$ cat config.mk
export PLATFORM = sky130hd
export DESIGN_NAME = inst_fetch_unit
export DESIGN_NICKNAME = d
export VERILOG_FILES = /design/src/rtl/mips_pkg.sv /design/src/rtl/if_skid_buffer.sv /design/src/rtl/inst_fetch_unit.sv
export SDC_FILE = /design/constraint.sdc
export NUM_CORES = 1
export LEC_CHECK = 0
export CAP_MARGIN = 20
export CORE_ASPECT_RATIO = 1.2
export CORE_MARGIN = 5
export CORE_UTILIZATION = 40
export CTS_CLUSTER_SIZE = 12
export DETAILED_ROUTE_END_ITERATION = 6
export GPL_ROUTABILITY_DRIVEN = 0
export PLACE_DENSITY = 0.7
export SLEW_MARGIN = 20
export SYNTH_ARGS = -nofsm -noshare
export SYNTH_HDL_FRONTEND = slang
export SYNTH_SLANG_ARGS = --single-unit
$ cat constraint.sdc
create_clock -name clk -period 2.2 [get_ports clk]
set_input_delay 0.33 -clock clk [delete_from_list [all_inputs] [get_ports clk]]
set_output_delay 0.33 -clock clk [all_outputs]
set_load 0.02 [all_outputs]
$ cat src/rtl/mips_pkg.sv
// Shared fetch/decode definitions: reset vector, bubble word,
// fetch FSM states, IF/ID bundle and instruction field positions.
package mips_pkg;

  localparam logic [31:0] RESET_PC_DEF = 32'h0000_0000;
  localparam logic [31:0] NOP_WORD_DEF = 32'h0000_0000;

  localparam int OP_HI = 31;
  localparam int OP_LO = 26;
  localparam int FN_HI = 5;
  localparam int FN_LO = 0;

  typedef enum logic [1:0] {
    S_IDLE,
    S_FETCH,
    S_HOLD,
    S_DRAIN
  } fetch_state_t;

  typedef struct packed {
    logic [31:0] ir;
    logic [31:0] pc4;
    logic        valid;
  } if_id_t;

  function automatic logic [31:0] pc_plus4(
    input logic [31:0] pc
  );
    return pc + 32'd4;
  endfunction

endpackage

$ cat src/rtl/if_skid_buffer.sv
// One-entry {data, pc4} holding register for a word accepted while
// decode stalls. Ports: load/drain/clear controls, data/pc4 in/out, full.
module if_skid_buffer (
  input  logic        clk,
  input  logic        rst_n,
  input  logic        load,
  input  logic        drain,
  input  logic        clear,
  input  logic [31:0] data_in,
  input  logic [31:0] pc4_in,
  output logic [31:0] data,
  output logic [31:0] pc4,
  output logic        full
);

  always_ff @(posedge clk or negedge rst_n) begin
    if (!rst_n) begin
      data <= '0;
      pc4  <= '0;
      full <= 1'b0;
    end else if (clear || drain) begin
      full <= 1'b0;
    end else if (load) begin
      data <= data_in;
      pc4  <= pc4_in;
      full <= 1'b1;
    end
  end

endmodule

$ cat src/rtl/inst_fetch_unit.sv
// Instruction fetch stage: PC, stalled memory read handshake, IF/ID
// register with skid buffer, redirects (incl. while a read is pending).
module inst_fetch_unit
  import mips_pkg::*;
#(
  parameter logic [31:0] RESET_PC = RESET_PC_DEF,
  parameter logic [31:0] NOP_WORD = NOP_WORD_DEF
) (
  input  logic        clk,
  input  logic        rst_n,
  output logic        oMemReq,
  output logic [31:0] oMemAddr,
  input  logic [31:0] iMemRdata,
  input  logic        iMemStall,
  input  logic        iStall,
  input  logic        iRedirect,
  input  logic [31:0] iRedirectPC,
  output logic [31:0] oIR,
  output logic [5:0]  oIR_opcode,
  output logic [5:0]  oIR_func,
  output logic [31:0] oPC4,
  output logic        oValid,
  output logic        oMisalign
);

  fetch_state_t state_q, state_d;
  logic [31:0]  pc_q, pc_d;
  logic [31:0]  drain_addr_q;
  logic [31:0]  pc4;
  if_id_t       ifid_q;

  logic pc_en;
  logic ld_mem;
  logic ld_skid;
  logic ld_bub;
  logic skid_ld;
  logic skid_drain;
  logic skid_clr;
  logic drain_en;
  logic redir;
  logic accept;

  logic [31:0] skid_data;
  logic [31:0] skid_pc4;
  logic        skid_full;

  assign pc4     = pc_plus4(pc_q);
  assign oMemReq = (state_q == S_FETCH) || (state_q == S_DRAIN);
  // While draining, the abandoned read's address must stay on the bus.
  assign oMemAddr = (state_q == S_DRAIN) ? drain_addr_q : pc_q;
  assign accept   = oMemReq && !iMemStall;
  assign redir    = iRedirect && (state_q != S_IDLE);

  assign oMisalign = redir && (iRedirectPC[1:0] != 2'b00);

  assign oIR        = ifid_q.ir;
  assign oPC4       = ifid_q.pc4;
  assign oValid     = ifid_q.valid;
  assign oIR_opcode = ifid_q.ir[OP_HI:OP_LO];
  assign oIR_func   = ifid_q.ir[FN_HI:FN_LO];

  always_ff @(posedge clk or negedge rst_n) begin
    if (!rst_n) state_q <= S_IDLE;
    else        state_q <= state_d;
  end

  always_comb begin
    state_d    = state_q;
    pc_d       = pc_q;
    pc_en      = 1'b0;
    ld_mem     = 1'b0;
    ld_skid    = 1'b0;
    ld_bub     = 1'b0;
    skid_ld    = 1'b0;
    skid_drain = 1'b0;
    skid_clr   = 1'b0;
    drain_en   = 1'b0;
    if (redir) begin
      pc_en    = 1'b1;
      pc_d     = {iRedirectPC[31:2], 2'b00};
      ld_bub   = 1'b1;
      skid_clr = 1'b1;
      if (state_q == S_DRAIN) begin
        state_d = S_DRAIN;
      end else if (state_q == S_FETCH && iMemStall) begin
        state_d  = S_DRAIN;
        drain_en = 1'b1;
      end else begin
        state_d = S_FETCH;
      end
    end else begin
      unique case (state_q)
        S_IDLE: state_d = S_FETCH;
        S_FETCH: begin
          if (accept) begin
            pc_en = 1'b1;
            pc_d  = pc4;
            if (iStall) begin
              skid_ld = 1'b1;
              state_d = S_HOLD;
            end else begin
              ld_mem = 1'b1;
            end
          end else if (!iStall) begin
            ld_bub = 1'b1;
          end
        end
        S_HOLD: begin
          if (!iStall) begin
            ld_skid    = 1'b1;
            skid_drain = 1'b1;
            state_d    = S_FETCH;
          end
        end
        S_DRAIN: begin
          if (!iMemStall) state_d = S_FETCH;
        end
        default: state_d = S_IDLE;
      endcase
    end
  end

  always_ff @(posedge clk or negedge rst_n) begin
    if (!rst_n) begin
      pc_q         <= RESET_PC;
      drain_addr_q <= RESET_PC;
    end else begin
      if (pc_en)    pc_q         <= pc_d;
      if (drain_en) drain_addr_q <= pc_q;
    end
  end

  always_ff @(posedge clk or negedge rst_n) begin
    if (!rst_n) begin
      ifid_q <= '{ir: NOP_WORD, pc4: 32'd0, valid: 1'b0};
    end else begin
      unique case (1'b1)
        ld_bub:  ifid_q <= '{ir: NOP_WORD, pc4: ifid_q.pc4, valid: 1'b0};
        ld_mem:  ifid_q <= '{ir: iMemRdata, pc4: pc4, valid: 1'b1};
        ld_skid: ifid_q <= '{ir: skid_data, pc4: skid_pc4, valid: skid_full};
        default: ifid_q <= ifid_q;
      endcase
    end
  end

  if_skid_buffer u_skid (
    .clk     (clk),
    .rst_n   (rst_n),
    .load    (skid_ld),
    .drain   (skid_drain),
    .clear   (skid_clr),
    .data_in (iMemRdata),
    .pc4_in  (pc4),
    .data    (skid_data),
    .pc4     (skid_pc4),
    .full    (skid_full)
  );

endmodule

# [Word level (Yosys, flattened, before mapping)]
# Index checks and enable logic that the tools add are counted.
[totals] in_bits=69 ff_bits=196 output_inout_bits=111 wordCells=73
[classes] n_bitwise=2 muxes=35 n_eq_ne=7 n_reduce_logical=19 add_sub_neg=1
[op_table] operator="$pmux 65 s3" count=1
[op_table] operator="$mux 32" count=4
[op_table] operator="$add 32x3->32 const B" count=1
[op_table] operator="$mux 1" count=22
[op_table] operator="$mux 2" count=7
[op_table] operator="$ne 3x3->1 const B" count=4
[op_table] operator="$reduce_bool 2->1" count=6
[op_table] operator="$pmux 2 s4" count=1
[op_table] operator="$eq 2x2->1 const B" count=2
[op_table] operator="$logic_and 1x1->1" count=4
[op_table] operator="$reduce_and 2->1" count=2
[op_table] operator="$reduce_and 4->1" count=1
[op_table] operator="$reduce_and 3->1" count=1
[op_table] operator="$reduce_bool 3->1" count=1
[op_table] operator="$eq 2x1->1 const B" count=1
[op_table] operator="$logic_not 2->1" count=1
[op_table] operator="$logic_or 1x1->1" count=2
[op_table] operator="$not 1->1" count=2
[op_table] operator="$logic_not 1->1" count=1

# [Logic depth before layout (Yosys ltp)]
[depth] ltp_word=8 ltp_mapped=8 mapped_depth_nobuf=6

# [By module]
# From an unflattened synthesis, not the netlist that was laid out.
[unflattened] cells_unflattened=787 area_unflattened_um2=9372.7
[modules_own_cells] module="inst_fetch_unit" seq_area_each_um2=3178.0 area_per_inst_um2=6647.6 instances=1 cells_per_inst=648
[modules_own_cells] module="if_skid_buffer" seq_area_each_um2=1626.6 area_per_inst_um2=2725.1 instances=1 cells_per_inst=139

# [Least setup slack after synthesis]
# OpenSTA, ideal clock, no wires.
[synth_timing] kind="register -> register" start="register pc_q[2]" end="register pc_q[16]" n_path_buf=0 required_ns=2.074 setup_slack_ns=0.203 t_arrival_ns=1.871 period_less_slack_ns=1.997 setup_time_ns=0.126 path_stages_with_launch=7 path_cell_list="dfrtp_1 > ha_1 > nand3_1 > nor4_4 > nand3_1 > a21o_1 > a221o_1"
[synth_between] elab_chain_cells=4
[synth_lines] item="from (decl)" line="inst_fetch_unit.sv:27" rtl="logic [31:0] pc_q, pc_d;"
[synth_lines] item="from (signal assigned)" line="inst_fetch_unit.sv:128" rtl="if (pc_en) pc_q <= pc_d;"
[synth_lines] item="$add 32x3->32" line="mips_pkg.sv:29" rtl="return pc + 32'd4;"
[synth_lines] item="$mux 32" line="inst_fetch_unit.sv:95" rtl="if (accept) begin"
[synth_lines] item="$mux 32" line="inst_fetch_unit.sv:92" rtl="unique case (state_q)"
[synth_lines] item="$mux 32" line="inst_fetch_unit.sv:78" rtl="if (redir) begin"
# No other way between the ends. The select of a mux whose other input is x is not followed.
# A chain may end at the register's enable or synchronous reset.

# [Worst setup path after layout]
[layout_timing] start="register state_q[1]" end="output port oMemAddr[21]"
[layout_between] elab_chain_cells=2
[layout_lines] item="from (decl)" line="inst_fetch_unit.sv:26" rtl="fetch_state_t state_q, state_d;"
[layout_lines] item="from (signal assigned)" line="inst_fetch_unit.sv:64" rtl="else state_q <= state_d;"
[layout_lines] item="$eq 2x2->1" line="inst_fetch_unit.sv:50" rtl="assign oMemAddr = (state_q == S_DRAIN) ? drain_addr_q : pc_q;"
[layout_lines] item="$mux 32" line="inst_fetch_unit.sv:50"
[layout_lines] item="to (decl)" line="inst_fetch_unit.sv:12" rtl="output logic [31:0] oMemAddr,"
# No other way between the ends.

==> flow_summary_export.csv <==
group,metric,value,unit
outcome,status,"finished clean",
worst_setup_path,worstPathCellList,"nand2_4 -> buf_12 -> mux2_2 -> clkdlybuf4s15_1",
worst_setup_path,critPathBufInv,2,
worst_setup_path,startpoint,"state_q[1]$_DFFE_PN0P_",
worst_setup_path,end_kind,"output port",
global_route,grt.total_usage,18.0,%
global_route,grt_overflow_total,0,
worst_setup_path,r2r_cells,7,
worst_setup_path,worstPathRequired,1.87,ns
cells_and_area,final_nets,1024,
cells_and_area,drive_gt1_share,19.5,%
cells_and_area,post-route-cell-area,11700,sq um
global_route,use_met2,29.4,%
worst_setup_path,crit_type,"reg -> out",
sta,finalMaxSlewViolations,0,
place,port_buffers,177,
power_and_ir_drop,power,11400,uW
worst_setup_path,path_max_fanout,15,
sta,hold_viol,0,
drt,drt_iter0_drc,450,
global_route,first_global_vias,6938,
worst_setup_path,crit_family,"buffers and inverters",
global_route,grt_max_degree,66,
worst_setup_path,r2r_setup_slack,0.17,ns
power_and_ir_drop,ir_drop,0.603,mV
die,die_x,146,microns
sta,setup-tns-final,0,ns
global_route,grt.busiest_layer,"met2",
global_route,grt_pass1_wl,37500,microns
synthesis,synth_edf_count,0,
global_route,antenna_found_initial,0,
cts,cts_root_buffer,"clkbuf_16",
synthesis,synth_area,8830,sq um
drt,drt_pass1_iterations,6,
synthesis,ys_types,60,
synthesis,ys.flop_type,"dfrtp_1",
sta,setup_viol,0,
synthesis,syn_avg_cell_area,11.3,sq um
worst_setup_path,rr_endpoint,"u_skid.data[20]$_DFFE_PN0P_",
power_and_ir_drop,p_per_area,975,nW/um^2
global_route,grt_use_met1,25.0,%
synthesis,ys_warn_count,0,
cells_and_area,n_antenna_cell,0,
sta,fin_skew,0.0100,ns
cts,clk_pin_slew_worst_paths,0.07,ns
drt,wire_per_inst,18.5,microns
worst_setup_path,reg2reg_from,"state_q[1]$_DFFE_PN0P_",
power_and_ir_drop,cellLeakagePower,0.00517,uW
cells_and_area,layout_common_cells,"188 x dfrtp_1, 144 x clkdlybuf4s50_1, 87 x mux2_2",
synthesis,syn_inst,781,
worst_setup_path,slowest_stage,"dfrtp_2",
cells_and_area,layout.cells.most_common,"dfrtp_1",
place,postPlaceCellArea,11100,sq um
sta,grt_setup_unrepaired,"false",
cts,cts.sinks,189,
worst_setup_path,cpPeakStageDelay,0.44,ns
synthesis,ys_seq_elements,189,
drt,num_vias,6851,
sta,fin_crit,2.14,ns
cells_and_area,syn_to_final_growth,31.9,%
drt,routed_via_density,5.52,
sta,fmax,468,MHz
drt,drc_errors,0,
global_route,grt_use_met3,4.03,%
die,die_h,173,microns
sta,post-route-period-util,97.2,%
synthesis,ys_async_sr_fraction,100,%
cts,cts-htree-levels,4,
worst_setup_path,startpoint_type,"flip-flop",
die,start_util,40.7,%
drt,ant_nets,0,
die,die-area,25200,sq um
die,std_cell_rows,59,
cts,cts_made_buffers,17,
min_path,hp-class,"in -> async",
worst_setup_path,worstPathArrival,1.81,ns
drt,wl,22900,microns
sta,timing.hold.ws,0.341,ns
cts,clock_latency,0.43,ns
cts,cts_tree,"built",
synthesis,synth-seq-area-share,53.6,%
die,fp.coreArea,21700,sq um
place,place_hpwl,15700,microns
die,ios,180,
cts,cts_max_path_buffers,2,
job,cap_viol_max_count,0,
-- kinds of logic after synthesis --
group,synth area share [%]
AOI/OAI and AO/OA,16.0
DFF,53.6
buffers and inverters,6.77
xor gates and xnor gates,2.78
other,0.0425
adders and majority gates,0.255
muxes,11.6
and+or+nand+nor,8.97
-- synthesized netlist by cell type, types with 10 or more instances --
master / number / area, sq um
a22oi_1: 30 / 225
a222oi_1: 33 / 330
xor2_1: 15 / 131
nand2_1: 69 / 259
nand3_1: 14 / 70.1
clkbuf_1: 46 / 173
xnor2_1: 13 / 114
mux2_2: 87 / 980
a221o_1: 10 / 100
inv_1: 40 / 150
nor2_1: 18 / 67.6
a21oi_1: 12 / 60.1
buf_4: 17 / 128
dfrtp_1: 189 / 4730
o21ai_0: 80 / 400
-- area by class of cell --
class                      count  area, sq um
clock buffer                  21          450
inverter                      41          168
sequential                   189         4730
multi-input combinational    476         3550
timing repair buffer         229         2320
fill                        1950        10100
tap                          274          343
clock inverter                11         86.3
-- metal layers --
metal | wire, microns | vias up
met5 | 0 | -
met4 | 223 | 0
met3 | 1310 | 18
met2 | 11100 | 229
met1 | 10300 | 3411
li1 | - | 3193
-- how the worst max path moves through the flow --
| stage | endpoint | slack, ns | cells past startpoint |
|---|---|---|---|
| after floorplan | pc_q[16]$_DFFE_PN0P_ | 0.20 | 6 |
| after global placement | oMisalign | -0.17 | 6 |
| after detailed placement | oMisalign | -0.18 | 6 |
| after CTS | oMemAddr[19] | 0.0004 | 4 |
| after global routing | oMemAddr[2] | 0.0003 | 4 |
| final | oMemAddr[21] | 0.06 | 4 |
-- power breakdown --
part,internal (uW),switching [uW]
registers,4410,631
logic,1760,1720
clock network,1490,1360
total,7660,3700
-- per-stage QoR --
step | std cells | utilization [%] | setup slack [ns]
floorplan | 782 | - | 0.203
global placement | 1206 | 51.0 | -0.174
detailed placement | 1206 | 51.0 | -0.183
CTS | 1241 | 53.6 | 0.000373
global route | 1241 | 53.7 | 0.000264
finish | 1241 | 53.7 | 0.0616
-- sequential cells by signal, summed over array words and instances (netlist names) --
name          cells
u_skid.pc4       30
pc_q             30
u_skid.data      32
oPC4             31
drain_addr_q     30
oIR              32
state_q           2
u_skid.full       1
oValid            1
-- what timing repair did --
item | CTS | global route
hold buffers | 1 | 0
gates cloned | 1 | 0
resized for setup | 47 | 17
hold endpoints to repair | 15 | 0
setup endpoints to repair | 31 | 32
pin swaps | 1 | 0
buffers inserted | 1 | 0
Note: power is estimated with default switching activity, not from simulation.
